--- src/rtl/serializer_ctrl_if.sv ---
// rtl/serializer_ctrl_if.sv - upstream symbol-pair stream into serializer_ctrl
interface serializer_ctrl_if;
    logic         in_valid;
    logic         in_ready;
    logic [131:0] in_lane0;
    logic [131:0] in_lane1;

    modport master (
        output in_valid,
        output in_lane0,
        output in_lane1,
        input  in_ready
    );

    modport slave (
        input  in_valid,
        input  in_lane0,
        input  in_lane1,
        output in_ready
    );
endinterface

--- src/rtl/serializer_ctrl.sv ---
// rtl/serializer_ctrl.sv - 2-entry symbol-pair buffer feeding a two-lane serializer
// with selectable symbol period, stop at symbol boundaries and idle substitution.
module serializer_ctrl (
    input  logic                clk,
    input  logic                rst,
    serializer_ctrl_if.slave    up,
    input  logic                start,
    input  logic                stop,
    input  logic [1:0]          gen_speed,
    output logic                ser_enable,
    output logic [131:0]        ser_lane0,
    output logic [131:0]        ser_lane1,
    output logic                busy,
    output logic                underflow,
    output logic [15:0]         sym_count
);

    typedef enum logic [1:0] {
        IDLE  = 2'd0,
        PRIME = 2'd1,
        RUN   = 2'd2
    } state_t;

    state_t       state;
    logic [7:0]   period;
    logic [7:0]   bit_cnt;
    logic         stop_pend;

    logic [263:0] mem [2];
    logic         wr_ptr;
    logic         rd_ptr;
    logic [1:0]   count;
    logic         full;
    logic         empty;
    logic         push;
    logic         pop;
    logic         at_boundary;
    logic [263:0] head;

    function automatic logic [7:0] period_of(input logic [1:0] gs);
        case (gs)
            2'b01:   period_of = 8'd132;
            2'b10:   period_of = 8'd66;
            default: period_of = 8'd8;
        endcase
    endfunction

    assign full        = (count == 2'd2);
    assign empty       = (count == 2'd0);
    assign up.in_ready = !full;
    assign push        = up.in_valid && !full;
    assign head        = mem[rd_ptr];
    assign at_boundary = (bit_cnt == (period - 8'd1));
    assign busy        = (state != IDLE);

    // A pending or same-cycle stop always wins over popping the next symbol.
    always_comb begin
        pop = 1'b0;
        case (state)
            PRIME:   pop = !stop && !empty;
            RUN:     pop = at_boundary && !stop && !stop_pend && !empty;
            default: pop = 1'b0;
        endcase
    end

    always_ff @(posedge clk or negedge rst) begin
        if (!rst) begin
            wr_ptr <= 1'b0;
            rd_ptr <= 1'b0;
            count  <= 2'd0;
        end else begin
            if (push) wr_ptr <= ~wr_ptr;
            if (pop)  rd_ptr <= ~rd_ptr;
            case ({push, pop})
                2'b10:   count <= count + 2'd1;
                2'b01:   count <= count - 2'd1;
                default: count <= count;
            endcase
        end
    end

    // Storage needs no reset; validity is tracked by the pointers and count.
    always_ff @(posedge clk) begin
        if (push) mem[wr_ptr] <= {up.in_lane1, up.in_lane0};
    end

    always_ff @(posedge clk or negedge rst) begin
        if (!rst) begin
            state      <= IDLE;
            period     <= 8'd8;
            bit_cnt    <= 8'd0;
            stop_pend  <= 1'b0;
            ser_enable <= 1'b0;
            ser_lane0  <= '0;
            ser_lane1  <= '0;
            underflow  <= 1'b0;
            sym_count  <= 16'd0;
        end else begin
            underflow <= 1'b0;
            case (state)
                IDLE: begin
                    if (start) begin
                        state     <= PRIME;
                        period    <= period_of(gen_speed);
                        sym_count <= 16'd0;
                        stop_pend <= 1'b0;
                        bit_cnt   <= 8'd0;
                    end
                end
                PRIME: begin
                    if (stop) begin
                        state <= IDLE;
                    end else if (pop) begin
                        ser_lane0  <= head[131:0];
                        ser_lane1  <= head[263:132];
                        ser_enable <= 1'b1;
                        bit_cnt    <= 8'd0;
                        sym_count  <= sym_count + 16'd1;
                        state      <= RUN;
                    end
                end
                RUN: begin
                    if (at_boundary) begin
                        bit_cnt <= 8'd0;
                        if (stop || stop_pend) begin
                            state      <= IDLE;
                            stop_pend  <= 1'b0;
                            ser_enable <= 1'b0;
                            ser_lane0  <= '0;
                            ser_lane1  <= '0;
                        end else begin
                            sym_count <= sym_count + 16'd1;
                            if (pop) begin
                                ser_lane0 <= head[131:0];
                                ser_lane1 <= head[263:132];
                            end else begin
                                ser_lane0 <= '0;
                                ser_lane1 <= '0;
                                underflow <= 1'b1;
                            end
                        end
                    end else begin
                        bit_cnt <= bit_cnt + 8'd1;
                        if (stop) stop_pend <= 1'b1;
                    end
                end
                default: state <= IDLE;
            endcase
        end
    end

endmodule

--- src/flat_wrapper.sv ---
// flat-port wrapper written by rule: the top's interface ports become plain ports
module serializer_ctrl_flat 
  (clk, rst, start, stop, gen_speed, ser_enable, ser_lane0, ser_lane1, busy, underflow, sym_count, up_in_valid, up_in_lane0, up_in_lane1, up_in_ready);
  serializer_ctrl_if up_i ();
  input  logic clk;
  input  logic rst;
  input  logic start;
  input  logic stop;
  input  logic [1:0] gen_speed;
  output logic ser_enable;
  output logic [131:0] ser_lane0;
  output logic [131:0] ser_lane1;
  output logic busy;
  output logic underflow;
  output logic [15:0] sym_count;
  input wire logic [$bits(up_i.in_valid)-1:0] up_in_valid;
  input wire logic [$bits(up_i.in_lane0)-1:0] up_in_lane0;
  input wire logic [$bits(up_i.in_lane1)-1:0] up_in_lane1;
  output wire logic [$bits(up_i.in_ready)-1:0] up_in_ready;
  assign up_i.in_valid = up_in_valid;
  assign up_i.in_lane0 = up_in_lane0;
  assign up_i.in_lane1 = up_in_lane1;
  assign up_in_ready = up_i.in_ready;
  serializer_ctrl u_core (.clk(clk), .rst(rst), .up(up_i), .start(start), .stop(stop), .gen_speed(gen_speed), .ser_enable(ser_enable), .ser_lane0(ser_lane0), .ser_lane1(ser_lane1), .busy(busy), .underflow(underflow), .sym_count(sym_count));
endmodule
--- config.mk ---
export PLATFORM = sky130hd
export DESIGN_NAME = serializer_ctrl_flat
export DESIGN_NICKNAME = d
export VERILOG_FILES = /design/src/rtl/serializer_ctrl_if.sv /design/src/rtl/serializer_ctrl.sv /design/src/flat_wrapper.sv
export SDC_FILE = /design/constraint.sdc
export NUM_CORES = 1
export LEC_CHECK = 0
export ABC_AREA = 1
export ABC_CLOCK_PERIOD_IN_PS = 16820
export BUFFER_PORTS_ARGS = -buffer_cell sky130_fd_sc_hd__buf_2
export CAP_MARGIN = 10
export CORE_UTILIZATION = 56
export CTS_CLUSTER_SIZE = 40
export DETAILED_ROUTE_END_ITERATION = 7
export HOLD_SLACK_MARGIN = 0.15
export PLACE_DENSITY = 0.84
export RECOVER_POWER = 25
export SKIP_LAST_GASP = 1
export SLEW_MARGIN = 20
export SYNTH_ARGS = -nofsm -noshare
export SYNTH_HDL_FRONTEND = slang
export SYNTH_SLANG_ARGS = --single-unit
--- constraint.sdc ---
create_clock -name clk -period 16.82 [get_ports clk]
set_input_delay 1.682 -clock clk [delete_from_list [all_inputs] [get_ports clk]]
set_output_delay 1.682 -clock clk [all_outputs]
set_load 0.01 [all_outputs]
== Yosys cells after proc, flatten, opt, wreduce, memory -nomap -nowiden ==
Memory sizes are Yosys's and may differ from the RTL's.
Index checks and enable logic that the tools add are counted.
Storage, ports and cells
  bits in registers: 305
  latch bits: 0
  memory bits (writable): 528
  memory bits (read-only): 0
  word-level logic and storage cells: 108
  memories: 1
Memory list
  u_core.mem: words 2, bits a word 264, read ports 1, clocked after Yosys merged registers in 0, write ports 1, RTL line serializer_ctrl.sv:29  | logic [263:0] mem [2];
Cells by class
  add/subtract/negate cells: 5
  multipliers: 0
  divide/modulo/power cells: 0
  order comparisons: 0
  equality and inequality tests: 17
  shifts and indexed selects: 0
  multiplexer cells: 47
  bitwise gates (word level): 2
  reductions and logical operators: 24
Operators by type and width (number)
  $mux W132: 10
  $pmux W132 S2: 2
  $mux W16: 5
  $pmux W16 S3: 1
  $mux W8: 4
  $pmux W8 S3: 1
  $add A16 B1 Y16 const B: 1
  $pmux W8 S2: 1
  $reduce_and A4 Y1: 4
  $mux W1: 13
  $mux W2: 5
  $add A8 B1 Y8 const B: 1
  $eq A2 B2 Y1 const B: 4
  $eq A8 B8 Y1: 1
  $reduce_bool A2 Y1: 4
  $sub A8 B1 Y8 const B: 1
  $eq A2 B1 Y1 const B: 3
  $ne A2 B1 Y1 const B: 3
  $ne A2 B2 Y1 const B: 3
  $ne A3 B2 Y1 const B: 2
  $pmux W1 S2: 3
  $pmux W2 S3: 1
  $reduce_and A6 Y1: 1
  $logic_and A1 B1 Y1: 5
  other kinds (11): 16

== Logic depth before layout (Yosys ltp) ==
  depth after elaboration: 10
  depth in mapped cells: 19

== Least setup slack after synthesis ==
Ideal clock, no wire load.
  path kind: input to register
  start point: input up_in_valid
  end point: memory u_core.mem[1][0], enable pin
  arrival time: 12.733 ns
  data required time: 15.925 ns
  slack: 3.192 ns
  stages: 2
  cell sequence: nand2_1 nor2_1
Between the ends
  word-level cells in the longest chain between the ends: 3
Ends and longest elaborated chain
  from (decl): RTL line flat_wrapper.sv:16  | input wire logic [$bits(up_i.in_valid)-1:0] up_in_valid;
  $logic_and A1 B1 Y1: RTL line serializer_ctrl.sv:51  | assign push = up.in_valid && !full;
  $mux W1: RTL line serializer_ctrl.sv:84  | if (push) mem[wr_ptr] <= {up.in_lane1, up.in_lane0};
  $mux W1 (not written as such): RTL line serializer_ctrl.sv:84
  to (decl): RTL line serializer_ctrl.sv:29
No other way between the ends.

== Final worst setup path ==
  start point: register u_core.period[6]
  end point: register u_core.ser_lane1[98]
Between the ends
  word-level cells in the longest chain between the ends: 10
  elaborated cells on any way between the ends: 13
Ends and longest elaborated chain
  from (decl): RTL line serializer_ctrl.sv:25  | logic [7:0] period;
  from (signal assigned): RTL line serializer_ctrl.sv:104  | period <= period_of(gen_speed);
  $sub A8 B1 Y8 *: RTL line serializer_ctrl.sv:53  | assign at_boundary = (bit_cnt == (period - 8'd1));
  $eq A8 B8 Y1 *: RTL line serializer_ctrl.sv:53
  $logic_and A1 B1 Y1 (3 in series): RTL line serializer_ctrl.sv:61  | RUN: pop = at_boundary && !stop && !stop_pend && !empty;
  $pmux W1 S2: RTL line serializer_ctrl.sv:59  | case (state)
  $mux W132: RTL line serializer_ctrl.sv:133  | if (pop) begin
  $mux W132: RTL line serializer_ctrl.sv:125  | if (stop || stop_pend) begin
  $mux W132: RTL line serializer_ctrl.sv:123  | if (at_boundary) begin
  $pmux W132 S2: RTL line serializer_ctrl.sv:100  | case (state)
  to (signal assigned): RTL line serializer_ctrl.sv:115  | ser_lane1 <= head[263:132];
  to (signal assigned): RTL line serializer_ctrl.sv:135  | ser_lane1 <= head[263:132];
  to (decl): RTL line serializer_ctrl.sv:12  | output logic [131:0] ser_lane1,
Mark *: on every way between the ends. The rest lies on a longest branch, timed or not. The select of a mux whose other input is x is not followed.
A chain may end at the register's enable or synchronous reset.

==> impl_metrics.csv <==
group,metric,value,unit
die,initial_core_util,57.19,%
place,numPortBuffers,554,
place,placed_area,35000,um^2
clock_tree,cts_buffer_depth,3,
die,dieArea,57770,um^2
clock_tree,post_cts_buffers,0,
die,row_count,86,
logic_synthesis,netlist_instances,2304,
global_route,track_usage,25.05,%
route,ant_nets,0,
logic_synthesis,synth_top_area_share,49.84,%
die,core,55630,um^2
worst_setup_path,critPathTopFamily,"buffers and inverters",
sta,setup_tns,0,ns
route,wire_per_inst,20.18,um
global_route,grt_pass1_wl,111000,um
final_layout,final_layout_size_suffix_gt1_share,29.32,%
clock_tree,cts_resized,0,
global_route,grt_max_degree,210,
worst_setup_path,crit_arrival,4.95,ns
sta,rsz0062_at_grt,"no",
sta,setup_viol,0,
route,wl_met3,6727,um
worst_setup_path,cp_max_fo,90,
final_layout,final_util,67.61,%
final_layout,fin_nets,3118,
pwr,finalPower,7.363,mW
sta,fin_crit_sh,26.33,%
sta,fmax,225.8,MHz
clock_tree,clk_pin_slew_worst_paths,0.06,ns
sta,finalMaxSlewViolations,0,
route,route.vias.total,20080,
sta,skew,0.02310,ns
sta,layout_min_cycle_time,4.429,ns
clock_tree,clockRootBuffer,"clkbuf_16",
clock_tree,hold_buffers,0,
place,pre_cts_slack,11.83,ns
logic_synthesis,yosysSeqAreaShare,73.44,%
final_layout,fin_area,37610,um^2
logic_synthesis,synth.distinct_cells,33,
logic_synthesis,synth_top_cells_by_area,"edfxtp_1, dfrtp_1, mux2_2",
die,die_h,240.4,um
sta,hold_viol,0,
global_route,grt_pass1_vias,20250,
route,wl_met2,36510,um
pwr,power-per-cell-area,195.8,nW/um^2
worst_setup_path,crit_path_max_incr_delay,0.85,ns
route,drt_iter0_drc,1265,
clock_tree,clkLatencyLatePin,0.60,ns
sta,setup_slack,12.39,ns
clock_tree,numCtsBuffers,81,
pwr,ir_worst_vdd,0.0002244,V
logic_synthesis,yosys_warnings,0,
clock_tree,cts_tree,"done",
clock_tree,clock_sinks,828,
worst_setup_path,slowest_stage,"buf_4",
route,top_layer_used,"met5",
final_layout,area_growth,18.22,%
sta,worst_pin_slew,1.087,ns
outcome,status,"finished clean",
worst_setup_path,crit_path_end_kind,"flip-flop",
route,viasPerCell,5.474,
worst_hold_path,hold_path.class,"reg2reg",
route,wirelength,74050,um
global_route,overflow,0,
worst_setup_path,cp_cell_sequence,"inv_2 > ha_1 > ha_1 > xor2_1 > nand3_1 > nor2_1 > nand3_1 > nand2_2 > nand2_2 > nand2_4 > buf_4 > buf_4 > nand2_1 > o21ai_1",
worst_setup_path,cp.buffers_inverters,3,
die,die_w,240.4,um
die,ios,555,
run,maxCapViolCount,0,
route,drt_pass1_iterations,5,
logic_synthesis,synth.largest_area_cell,"edfxtp_1",
pwr,leakage,15.84,nW
clock_tree,h-tree-depth,3,
logic_synthesis,synth-seq-cells,828,
sta,max_slew_margin,27.55,%
place,hpwl,46370,um
logic_synthesis,post_synth.cell_area_avg,13.81,um^2
route,drc_errors,0,
route,wl_met1,27570,um
logic_synthesis,netlist_area,31810,um^2
worst_setup_path,startpoint_type,"flip-flop",
logic_synthesis,syn_nets,2585,
worst_setup_path,path_class,"reg2reg",
global_route,antenna_found_initial,30,
worst_setup_path,crit_required,17.34,ns
place,place.gp.congestion,0.8772,
==> path summary, 6_finish.rpt <==
check	from	end	slack, ns	cells past startpoint
setup / recovery	u_core.period[6]	u_core.ser_lane1[98]	12.39	14
hold / removal	u_core.ser_lane0[77]	u_core.ser_lane0[77]	0.48	2
setup reg to reg	u_core.period[6]	u_core.ser_lane1[98]	12.39	14
hold reg to reg	u_core.ser_lane0[77]	u_core.ser_lane0[77]	0.48	2
max in group asynchronous	rst	u_core.ser_lane1[59]	14.17	2
min in group asynchronous	rst	u_core.sym_count[9]	1.07	1
==> worst min-delay path, delay by kind of cell (launching register included) <==
kind	cells	cell delay (ns)
AND/OR/NAND/NOR	1	0.05
flip-flops	1	0.34
AO/OA/AOI/OAI	1	0.06
==> synthesized netlist by cell type, drive strengths merged <==
library cell  count
nand2           656
edfxtp          528
dfrtp           299
o21ai           271
mux2            264
buf              66
clkbuf           57
nor2             49
inv              29
nand3            19
xor2             11
ha               10
nand4            10
a21oi             8
nor3              7
xnor2             7
nand3b            3
nor3b             3
nor4              2
dfstp             1
o2111ai           1
o211ai            1
o31ai             1
or2               1
==> metrics by stage <==
stage	std cells	hold slack (ns)
2_1_floorplan	2304	0.4628
3_3_place_gp	3501	0.4627
3_5_place_dp	3501	0.4726
4_1_cts	3649	0.4875
5_1_grt	3660	0.5058
6_report	3669	0.4820
==> final cells by class <==
cell class	count	area, um^2
clock buffer	115	2327
multi-input combinational	1324	7650
fill	3688	18020
sequential	828	23370
antenna	19	47.55
clock inverter	33	357.8
tap	748	935.9
timing repair buffer	573	2818
inverter	29	108.9
==> where the power goes <==
part | switching (mW) | internal, mW | leakage, nW | total (mW)
Combinational | 1.49 | 0.902 | 5.86 | 2.40
Clock | 0.744 | 1.07 | 1.33 | 1.82
Sequential | 0.285 | 2.87 | 8.65 | 3.15
Total | 2.52 | 4.84 | 15.8 | 7.36
==> cell usage in the layout (no fill, tap or decap), types with 4 or more instances in the layout <==
cell type    n
xor2_1      11
dfrtp_1    298
nor2_1      44
nand4_1     10
clkbuf_8    13
buf_2      425
mux2_2     264
edfxtp_1   528
a21oi_1      7
nand3_1     19
o21ai_0     51
buf_4       14
diode_2     19
bufinv_16    7
clkinv_1     5
ha_1        10
inv_1       26
clkbuf_1   146
nor3_1       7
inv_6        4
nand2_1    651
xnor2_1      7
o21ai_1    220
clkbuf_16   83
clkinv_2    15
==> registers in the layout, indices dropped and copies added (netlist names) <==
name	flops
u_core.mem	528
u_core.ser_lane0	132
u_core.ser_lane1	132
u_core.sym_count	16
u_core.bit_cnt	8
u_core.period	3
u_core.count	2
u_core.state	2
u_core.rd_ptr	1
u_core.ser_enable	1
u_core.stop_pend	1
u_core.underflow	1
u_core.wr_ptr	1
==> routing by layer <==
layer / GRT usage (%) / vias to the layer above
met5: 0 / -
li1: - / 9137
met4: 12.04 / 30
met3: 7.910 / 211
met2: 41.01 / 794
met1: 30.13 / 9912
==> logic make-up (layout without fill, tap and decap cells) <==
family / Yosys count / after routing / synth area share (%)
multiplexers: 264 / 264 / 9.344
XOR/XNOR: 18 / 18 / 0.4955
flip-flops: 828 / 828 / 73.44
buffers and inverters: 152 / 750 / 2.659
AND/OR/NAND/NOR: 750 / 750 / 9.171
AO/OA/AOI/OAI: 282 / 282 / 4.499
adder cells (fa/ha/maj): 10 / 10 / 0.3933
other: 0 / 19 / 0
(Power assumes the default switching activity.)
